[src/rtl/calc_pkg.sv]
// rtl/calc_pkg.sv - shared types and constants for the calculator token sequencer
// Contents: token kinds, op codes, sequencer states, default data width and
// an op-code legality helper.
package calc_pkg;

  localparam int NB_DEFAULT = 48;

  typedef enum logic [1:0] {
    TOK_NUM = 2'd0,
    TOK_OP  = 2'd1,
    TOK_EQ  = 2'd2,
    TOK_CLR = 2'd3
  } tok_kind_e;

  localparam logic [2:0] OP_ADD = 3'd0;
  localparam logic [2:0] OP_SUB = 3'd1;
  localparam logic [2:0] OP_MUL = 3'd2;
  localparam logic [2:0] OP_DIV = 3'd3;
  localparam logic [2:0] OP_POW = 3'd4;

  typedef enum logic [2:0] {
    S_A    = 3'd0,
    S_OP   = 3'd1,
    S_B    = 3'd2,
    S_EXEC = 3'd3,
    S_OUT  = 3'd4
  } state_e;

  // Codes above OP_POW have no calculator function behind them.
  function automatic logic is_illegal_op(input logic [2:0] op);
    return op > OP_POW;
  endfunction

endpackage

[src/rtl/calc_sequencer_if.sv]
// rtl/calc_sequencer_if.sv - token input and result output handshakes of the sequencer
// Signals: tok_valid/tok_ready/tok_kind/tok_data (token stream into the block),
//          res_valid/res_ready/res_data/res_err (result stream out of the block).
// master: token producer / result consumer. slave: the sequencer.
interface calc_sequencer_if #(
  parameter int nb = calc_pkg::NB_DEFAULT
);
  logic                 tok_valid;
  logic                 tok_ready;
  logic [1:0]           tok_kind;
  logic [nb-1:0]        tok_data;
  logic                 res_valid;
  logic                 res_ready;
  logic signed [nb-1:0] res_data;
  logic                 res_err;

  modport master (
    output tok_valid, tok_kind, tok_data, res_ready,
    input  tok_ready, res_valid, res_data, res_err
  );

  modport slave (
    input  tok_valid, tok_kind, tok_data, res_ready,
    output tok_ready, res_valid, res_data, res_err
  );
endinterface

[src/rtl/calc_err_check.sv]
// rtl/calc_err_check.sv - combinational error detection on the latched operation
// Ports: calc_op (latched op code), calc_b (latched B operand);
//        div0 (divide by zero), negexp (power with negative exponent), badop (illegal code).
module calc_err_check
  import calc_pkg::*;
#(
  parameter int nb = NB_DEFAULT
) (
  input  logic [2:0]           calc_op,
  input  logic signed [nb-1:0] calc_b,
  output logic                 div0,
  output logic                 negexp,
  output logic                 badop
);

  assign div0   = (calc_op == OP_DIV) && (calc_b == '0);
  assign negexp = (calc_op == OP_POW) && calc_b[nb-1];
  assign badop  = is_illegal_op(calc_op);

endmodule

[src/rtl/calc_sequencer.sv]
// rtl/calc_sequencer.sv - pocket-calculator style token sequencer around a combinational calculator
// Ports: clk, rst_n (async active-low); bus (token in / result out handshakes);
//        calc_a/calc_b/calc_op drive the calculator, calc_result is its output.
module calc_sequencer
  import calc_pkg::*;
#(
  parameter int nb = NB_DEFAULT
) (
  input  logic                 clk,
  input  logic                 rst_n,
  calc_sequencer_if.slave      bus,
  output logic signed [nb-1:0] calc_a,
  output logic signed [nb-1:0] calc_b,
  output logic [2:0]           calc_op,
  input  logic signed [nb-1:0] calc_result
);

  state_e               state_q;
  logic signed [nb-1:0] acc_q;
  logic signed [nb-1:0] b_q;
  logic [2:0]           op_q;
  logic                 err_q;
  logic signed [nb-1:0] res_data_q;
  logic                 res_err_q;

  logic      div0, negexp, badop;
  logic      exec_err;
  tok_kind_e kind;

  calc_err_check #(.nb(nb)) u_err_check (
    .calc_op (op_q),
    .calc_b  (b_q),
    .div0    (div0),
    .negexp  (negexp),
    .badop   (badop)
  );

  assign exec_err = div0 | negexp | badop;
  assign kind     = tok_kind_e'(bus.tok_kind);

  always_ff @(posedge clk or negedge rst_n) begin
    if (!rst_n) begin
      state_q    <= S_A;
      acc_q      <= '0;
      b_q        <= '0;
      op_q       <= OP_ADD;
      err_q      <= 1'b0;
      res_data_q <= '0;
      res_err_q  <= 1'b0;
    end else begin
      case (state_q)
        S_A, S_OP, S_B: begin
          if (bus.tok_valid) begin
            if (kind == TOK_CLR) begin
              // CLR overrides any wrong-kind error that would otherwise be raised.
              state_q <= S_A;
              acc_q   <= '0;
              b_q     <= '0;
              op_q    <= OP_ADD;
              err_q   <= 1'b0;
            end else begin
              case (state_q)
                S_A: begin
                  if (kind == TOK_NUM) begin
                    acc_q   <= bus.tok_data;
                    state_q <= S_OP;
                  end else begin
                    err_q <= 1'b1;
                  end
                end
                S_OP: begin
                  if (kind == TOK_OP) begin
                    op_q    <= bus.tok_data[2:0];
                    state_q <= S_B;
                    if (is_illegal_op(bus.tok_data[2:0])) err_q <= 1'b1;
                  end else if (kind == TOK_EQ) begin
                    res_data_q <= err_q ? '0 : acc_q;
                    res_err_q  <= err_q;
                    state_q    <= S_OUT;
                  end else begin
                    err_q <= 1'b1;
                  end
                end
                default: begin  // S_B
                  if (kind == TOK_NUM) begin
                    b_q     <= bus.tok_data;
                    state_q <= S_EXEC;
                  end else begin
                    err_q <= 1'b1;
                  end
                end
              endcase
            end
          end
        end
        S_EXEC: begin
          // Once err is set the accumulator is frozen until CLR or output handshake.
          if (exec_err) err_q <= 1'b1;
          else if (!err_q) acc_q <= calc_result;
          state_q <= S_OP;
        end
        S_OUT: begin
          if (bus.res_ready) begin
            err_q   <= 1'b0;
            state_q <= S_A;
          end
        end
        default: state_q <= S_A;
      endcase
    end
  end

  assign bus.tok_ready = (state_q == S_A) || (state_q == S_OP) || (state_q == S_B);
  assign bus.res_valid = (state_q == S_OUT);
  assign bus.res_data  = res_data_q;
  assign bus.res_err   = res_err_q;
  assign calc_a        = acc_q;
  assign calc_b        = b_q;
  assign calc_op       = op_q;

endmodule

[src/flat_wrapper.sv]
// flat-port wrapper written by rule: the top's interface ports become plain ports
module calc_sequencer_flat import calc_pkg::*;
#(
  parameter int nb = NB_DEFAULT
)
  (clk, rst_n, calc_a, calc_b, calc_op, calc_result, bus_tok_valid, bus_tok_kind, bus_tok_data, bus_res_ready, bus_tok_ready, bus_res_valid, bus_res_data, bus_res_err);
  calc_sequencer_if #(.nb(nb)) bus_i ();
  input  logic clk;
  input  logic rst_n;
  output logic signed [nb-1:0] calc_a;
  output logic signed [nb-1:0] calc_b;
  output logic [2:0] calc_op;
  input  logic signed [nb-1:0] calc_result;
  input wire logic [$bits(bus_i.tok_valid)-1:0] bus_tok_valid;
  input wire logic [$bits(bus_i.tok_kind)-1:0] bus_tok_kind;
  input wire logic [$bits(bus_i.tok_data)-1:0] bus_tok_data;
  input wire logic [$bits(bus_i.res_ready)-1:0] bus_res_ready;
  output wire logic [$bits(bus_i.tok_ready)-1:0] bus_tok_ready;
  output wire logic [$bits(bus_i.res_valid)-1:0] bus_res_valid;
  output wire logic [$bits(bus_i.res_data)-1:0] bus_res_data;
  output wire logic [$bits(bus_i.res_err)-1:0] bus_res_err;
  assign bus_i.tok_valid = bus_tok_valid;
  assign bus_i.tok_kind = bus_tok_kind;
  assign bus_i.tok_data = bus_tok_data;
  assign bus_i.res_ready = bus_res_ready;
  assign bus_tok_ready = bus_i.tok_ready;
  assign bus_res_valid = bus_i.res_valid;
  assign bus_res_data = bus_i.res_data;
  assign bus_res_err = bus_i.res_err;
  calc_sequencer #(.nb(nb)) u_core (.clk(clk), .rst_n(rst_n), .bus(bus_i), .calc_a(calc_a), .calc_b(calc_b), .calc_op(calc_op), .calc_result(calc_result));
endmodule
[config.mk]
export PLATFORM = sky130hd
export DESIGN_NAME = calc_sequencer_flat
export DESIGN_NICKNAME = d
export VERILOG_FILES = /design/src/rtl/calc_pkg.sv /design/src/rtl/calc_sequencer_if.sv /design/src/rtl/calc_err_check.sv /design/src/rtl/calc_sequencer.sv /design/src/flat_wrapper.sv
export SDC_FILE = /design/constraint.sdc
export NUM_CORES = 1
export LEC_CHECK = 0
export BUFFER_PORTS_ARGS = -buffer_cell sky130_fd_sc_hd__buf_2
export CAP_MARGIN = 40
export CORE_MARGIN = 2
export CORE_UTILIZATION = 50
export CTS_BUF_LIST = sky130_fd_sc_hd__clkbuf_4 sky130_fd_sc_hd__clkbuf_8
export DETAILED_ROUTE_END_ITERATION = 12
export PLACE_DENSITY = 0.8
export RECOVER_POWER = 100
export SLEW_MARGIN = 10
export SYNTH_ARGS = -nofsm -noshare
export SYNTH_HDL_FRONTEND = slang
export SYNTH_HIERARCHICAL = 1
export SYNTH_SLANG_ARGS = --single-unit
[constraint.sdc]
create_clock -name clk -period 5.98 [get_ports clk]
set_input_delay 1.196 -clock clk [delete_from_list [all_inputs] [get_ports clk]]
set_output_delay 1.196 -clock clk [all_outputs]
set_load 0.1 [all_outputs]
# == After elaboration in Yosys (flattened, before gate mapping) ==
# Index checks and enable logic that the tools add are counted.
# word_totals
reg_bits,152
output_inout_bits,150
# classes
order_cmp,2
n_eq_ne,23
n_mux,32
bitwise_logic,4
n_reduce_logical,20
# op_table
operator,n
$mux W48,9
$pmux W48 S2,1
$logic_not A48 Y1,1
$mux W3,10
$reduce_and A6 Y1,2
$eq A3 B2 Y1 const B,3
$mux W1,9
$pmux W3 S3,1
$ne A2 B2 Y1 const B,4
$reduce_and A4 Y1,2
$reduce_bool A2 Y1,4
$reduce_and A7 Y1,1
$eq A3 B3 Y1 const B,2
$gt A3 B3 Y1 const B,2
$ne A3 B1 Y1 const B,2
$pmux W3 S2,1
$ne A5 B2 Y1 const B,1
$ne A5 B3 Y1 const B,1
$ne A5 B4 Y1 const B,1
$reduce_and A5 Y1,1
$eq A2 B2 Y1 const B,2
$ne A2 B1 Y1 const B,2
$ne A4 B1 Y1 const B,1
$ne A4 B2 Y1 const B,1
13 further kinds,17

# == Longest topological paths before layout ==
# depth
depth_word,7
mapped_depth,9
ltp_nobuf,6

# == Hierarchy ==
# Netlist, hierarchy kept.
# by_module_without_submodules
module,instances,cells_per_inst,area_each_um2,seq_area_each_um2
calc_sequencer,1,582,7069.3,3803.6
calc_err_check,1,21,162.7,0.0

# == Worst setup path after synthesis ==
# Ideal clock, no wire load.
# synth_timing
kind,input to register
startpoint,input bus_tok_kind[0]
endpoint,register u_core.res_data_q[38] (netlist: u_core/bus.res_data[38])
setup_time_ps,69
arrival_ps,2768
path_slack_ps,3143
cell_stages,9
n_path_buf,4
path_cell_list,ha_1 > buf_2 > nor4b_2 > and4b_1 > clkbuf_1 > buf_2 > buf_4 > nand3b_1 > nand2_1
# synth_via
elab_chain_cells,3
word_cells_on_any_way,6
classes_between,3 x eq/ne; 2 x bitwise; 1 x reduce/logical
# synth_lines
element,line_no,rtl
start: declaration,flat_wrapper.sv:15,input wire logic [$bits(bus_i.tok_kind)-1:0] bus_tok_kind;
$eq A2 B2 Y1 or $eq A2 B1 Y1 (tied branches),"calc_sequencer.sv:54, calc_sequencer.sv:72",
$not A1 Y1 (no line),--,
$reduce_and A6 Y1 (no line) (*),--,
end signal: assignment,calc_sequencer.sv:77,res_data_q <= err_q ? '0 : acc_q;
end: declaration,calc_sequencer.sv:23,logic signed [nb-1:0] res_data_q;
# Mark *: on every way between the ends. The rest lies on a longest branch, timed or not.
# A chain may end at the register's enable or synchronous reset.

# == Worst setup path in the final report ==
# layout_timing
startpoint,register u_core.state_q[1]
endpoint,register u_core.acc_q[46] (netlist: u_core/calc_a[46])
# layout_via
elab_chain_cells,4
word_cells_on_any_way,13
classes_between,8 x eq/ne; 1 x mux; 4 x reduce/logical
# layout_lines
element,line_no,rtl
start: declaration,calc_sequencer.sv:18,state_e state_q;
start signal: assignment,calc_sequencer.sv:43,state_q <= S_A;
start signal: assignment,calc_sequencer.sv:56,state_q <= S_A;
start signal: assignment,calc_sequencer.sv:66,state_q <= S_OP;
$eq A3 B2 Y1 (tied with other cells),calc_sequencer.sv:51,case (state_q)
$reduce_or A3 Y1,calc_sequencer.sv:51,
$ne A3 B1 Y1 (no line) (tied with other cells),--,
$reduce_and A6 Y1 (no line),--,
end signal: assignment,calc_sequencer.sv:65,acc_q <= bus.tok_data;
end signal: assignment,calc_sequencer.sv:99,else if (!err_q) acc_q <= calc_result;
end: declaration,calc_sequencer.sv:19,logic signed [nb-1:0] acc_q;
# Parallel ways exist; a longest one is shown, timed or not.

==> flow_metrics.py <==
metrics = {
    "route": {
        "ant_nets": 0,
        "drtPass1Iterations": 4,
        "vias": 5573,
        "vias_per_cell": 5.38,
        "avgRoutedWirePerCell_microns": 18.9,
        "wl_microns": 19500,
        "route.detailed.drc": 0,
        "drt-initial-drc-count": 366,
    },
    "cts": {
        "cts.sinks": 152,
        "insertion_delay_ns": 0.45,
        "cts.repair.resized": 0,
        "postCtsSetupBuffers": 0,
        "clkSlewWorstSetupHoldPaths_ns": 0.08,
        "clk_path_buf_depth": 2,
        "hold_buffers": 0,
        "cts.htree.levels": 4,
        "root_buffer": "clkbuf_8",
        "cts_buffers": 17,
        "cts_tree": "done",
    },
    "worst_setup_path": {
        "reg2reg_from": "u_core/state_q[1]",
        "cp-end-kind": "register",
        "r2r_cells": 5,
        "r2r_slack_ns": 1.53,
        "required_ns": 6.31,
        "critPathArrivalTime_ns": 4.78,
        "r2r_end": "u_core/calc_a[46]",
        "crit_type": "reg -> reg",
        "cp_max_fo": 50,
        "cp-start-kind": "register",
    },
    "global_route": {
        "grt_max_degree": 55,
        "grt_usage_pct": 25.6,
        "grt_first_pass_wirelength_microns": 30900,
        "grt_pass1_vias": 5511,
        "grt_antenna_before_repair": 0,
        "gr-total-overflow": 0,
    },
    "timing": {
        "period_minus_slack_ns": 4.45,
        "finalClockSkew_ns": 0.0144,
        "slew_headroom_pct": -76.2,
        "tightest_slew_ns": 2.64,
        "min_period_over_period_pct": 74.4,
        "rsz0062_at_grt": "false",
        "hold_violations": 0,
        "setup-tns-final_ns": 0,
        "setup_violations": 0,
        "fmaxAchievable_mhz": 225,
        "slew_violations": 182,
    },
    "logic_synthesis": {
        "yosysTopAreaCell": "dfrtp_1",
        "synthesis.area_per_instance_sq_um": 12.0,
        "synth_top_area_share_pct": 52.6,
        "ys_seq_area_share_pct": 52.6,
        "synth_area_leaders": "dfrtp_1, mux2_2, mux2_1",
        "ys_warn_count": 6,
        "ys_seq_elements": 152,
        "synth_area_sq_um": 7230,
        "syn_inst": 603,
        "syn-num-nets": 710,
        "synthDistinctLibCells": 42,
    },
    "placed_design": {
        "globalplace.congestion": 0.837,
        "hpwl_microns": 14000,
        "port_buffers": 251,
        "placedCellCount": 1003,
    },
    "die": {
        "die-area_sq_um": 15400,
        "pin_count": 252,
        "start_util_pct": 51.7,
        "dieWidth_microns": 124,
        "die_h_microns": 124,
        "core_area_sq_um": 14000,
        "num_rows": 43,
    },
    "layout": {
        "drive_above_1_share_pct": 29.1,
        "antenna_cells": 0,
        "fill_cells": 1230,
        "layout.nets": 949,
        "fin_cells": 1035,
        "synthToLayoutAreaGrowth_pct": 22.1,
    },
    "worst_hold_path": {
        "whs_path_depth": 2,
        "hp-class": "reg -> reg",
        "holdPathEnd": "u_core/bus.res_data[10]",
        "hold_path_startpoint": "u_core/bus.res_data[10]",
    },
    "run": {
        "max-cap-violations": 5,
    },
    "run_status": {
        "violations": "capacitance limit, slew limit",
        "outcome": "complete, but fails checks",
    },
}
==> layout by cell type (no fill, tap or decap), drive strengths merged, types with 4 or more instances in the layout <==
cell type	netlist	routed
clkbuf	21	175
dfrtp	152	152
mux2	148	148
nand2	106	106
buf	19	105
nand3b	50	50
nor2b	48	48
nor4	12	12
inv	5	8
ha	5	5
clkinv	0	5
o21ai	4	4
==> per-stage QoR <==
step | hold WS [ns] | worst slack, ns | util (%) | area (sq um)
2_1_floorplan | 0.663 | 3.14 | - | 7230
3_3_place_gp | 0.446 | 2.43 | 61.4 | 8590
3_5_place_dp | 0.450 | 2.40 | 61.8 | 8640
4_1_cts | 0.469 | 2.45 | 64.9 | 9080
5_1_grt | 0.486 | 1.22 | 63.1 | 8830
6_report | 0.468 | 1.53 | 63.1 | 8830
==> cell type report <==
| cell class | count | area, sq um | area share (%) |
|---|---|---|---|
| Inverter | 5 | 18.8 | 0.213 |
| Multi-Input combinational cell | 406 | 3190 | 36.1 |
| Tap cell | 180 | 225 | 2.55 |
| Sequential cell | 152 | 3800 | 43.1 |
| Timing Repair Buffer | 260 | 1160 | 13.1 |
| Clock buffer | 20 | 275 | 3.12 |
| Clock inverter | 12 | 164 | 1.86 |
==> per-layer routing <==
layer | share of wire (%) | global-route usage (%) | up-vias
li1 | - | - | 2565
met1 | 43 | 33.3 | 2718
met2 | 48 | 41.0 | 259
met3 | 7.4 | 7.39 | 31
met4 | 2.2 | 9.12 | 0
met5 | 0 | 0 | -
==> synthesized netlist by cell type, drive strengths merged <==
cell type and number:
nand2b 1, inv 5, o2111ai 1, nand3b 50, nand3 2, nand4 3, or4 1, and4b 1
a32o 1, o21ai 4, nand2 106, or4b 1, nor3 2, nand4b 1, o21a 3, nor4b 3
and3b 1, and2 1, ha 5, clkbuf 21, a2bb2oi 1, a21boi 1, mux2i 1, nor2b 48
nor4 12, a21oi 2, buf 19, dfrtp 152, nor2 3, nor3b 2, mux2 148, a221oi 1
==> worst max path at each step <==
stage               cells after the start         startpoint                      end  slack [ns]
floorplan                               9    bus_tok_kind[0]  u_core/bus.res_data[38]        3.14
global placement                        8    bus_tok_kind[0]        u_core/calc_a[28]        2.43
detailed placement                      8    bus_tok_kind[0]        u_core/calc_a[38]        2.40
CTS                                     5  u_core/state_q[1]        u_core/calc_a[38]        2.45
global route                            5  u_core/state_q[0]        u_core/calc_a[44]        1.22
finish                                  5  u_core/state_q[1]        u_core/calc_a[46]        1.53
==> logic make-up after synthesis <==
logic type      synth area share, %
buf+inv                        3.01
fa+ha+maj                     0.865
flops                          52.6
compound gates                 1.63
mux                            23.2
simple gates                   18.7
==> flip-flops by register name, indices dropped and copies added, names as in the netlist <==
register and count:
u_core/state_q 3, u_core/calc_a 48, u_core/bus.res_err 1, u_core/calc_b 48, u_core/calc_op 3, u_core/err_q 1
u_core/bus.res_data 48
==> worst max-delay path, cell delays in order (launching register included) <==
cell and delay (ns):
dfrtp_1 0.60, nand3b_4 0.68, or4_4 0.69, a2bb2oi_1 1.48, buf_4 0.49, mux2_2 0.37
Power is left out: the tool's default activity adds up to more than one toggle a clock period on the data nets, which glitch-free logic cannot reach.
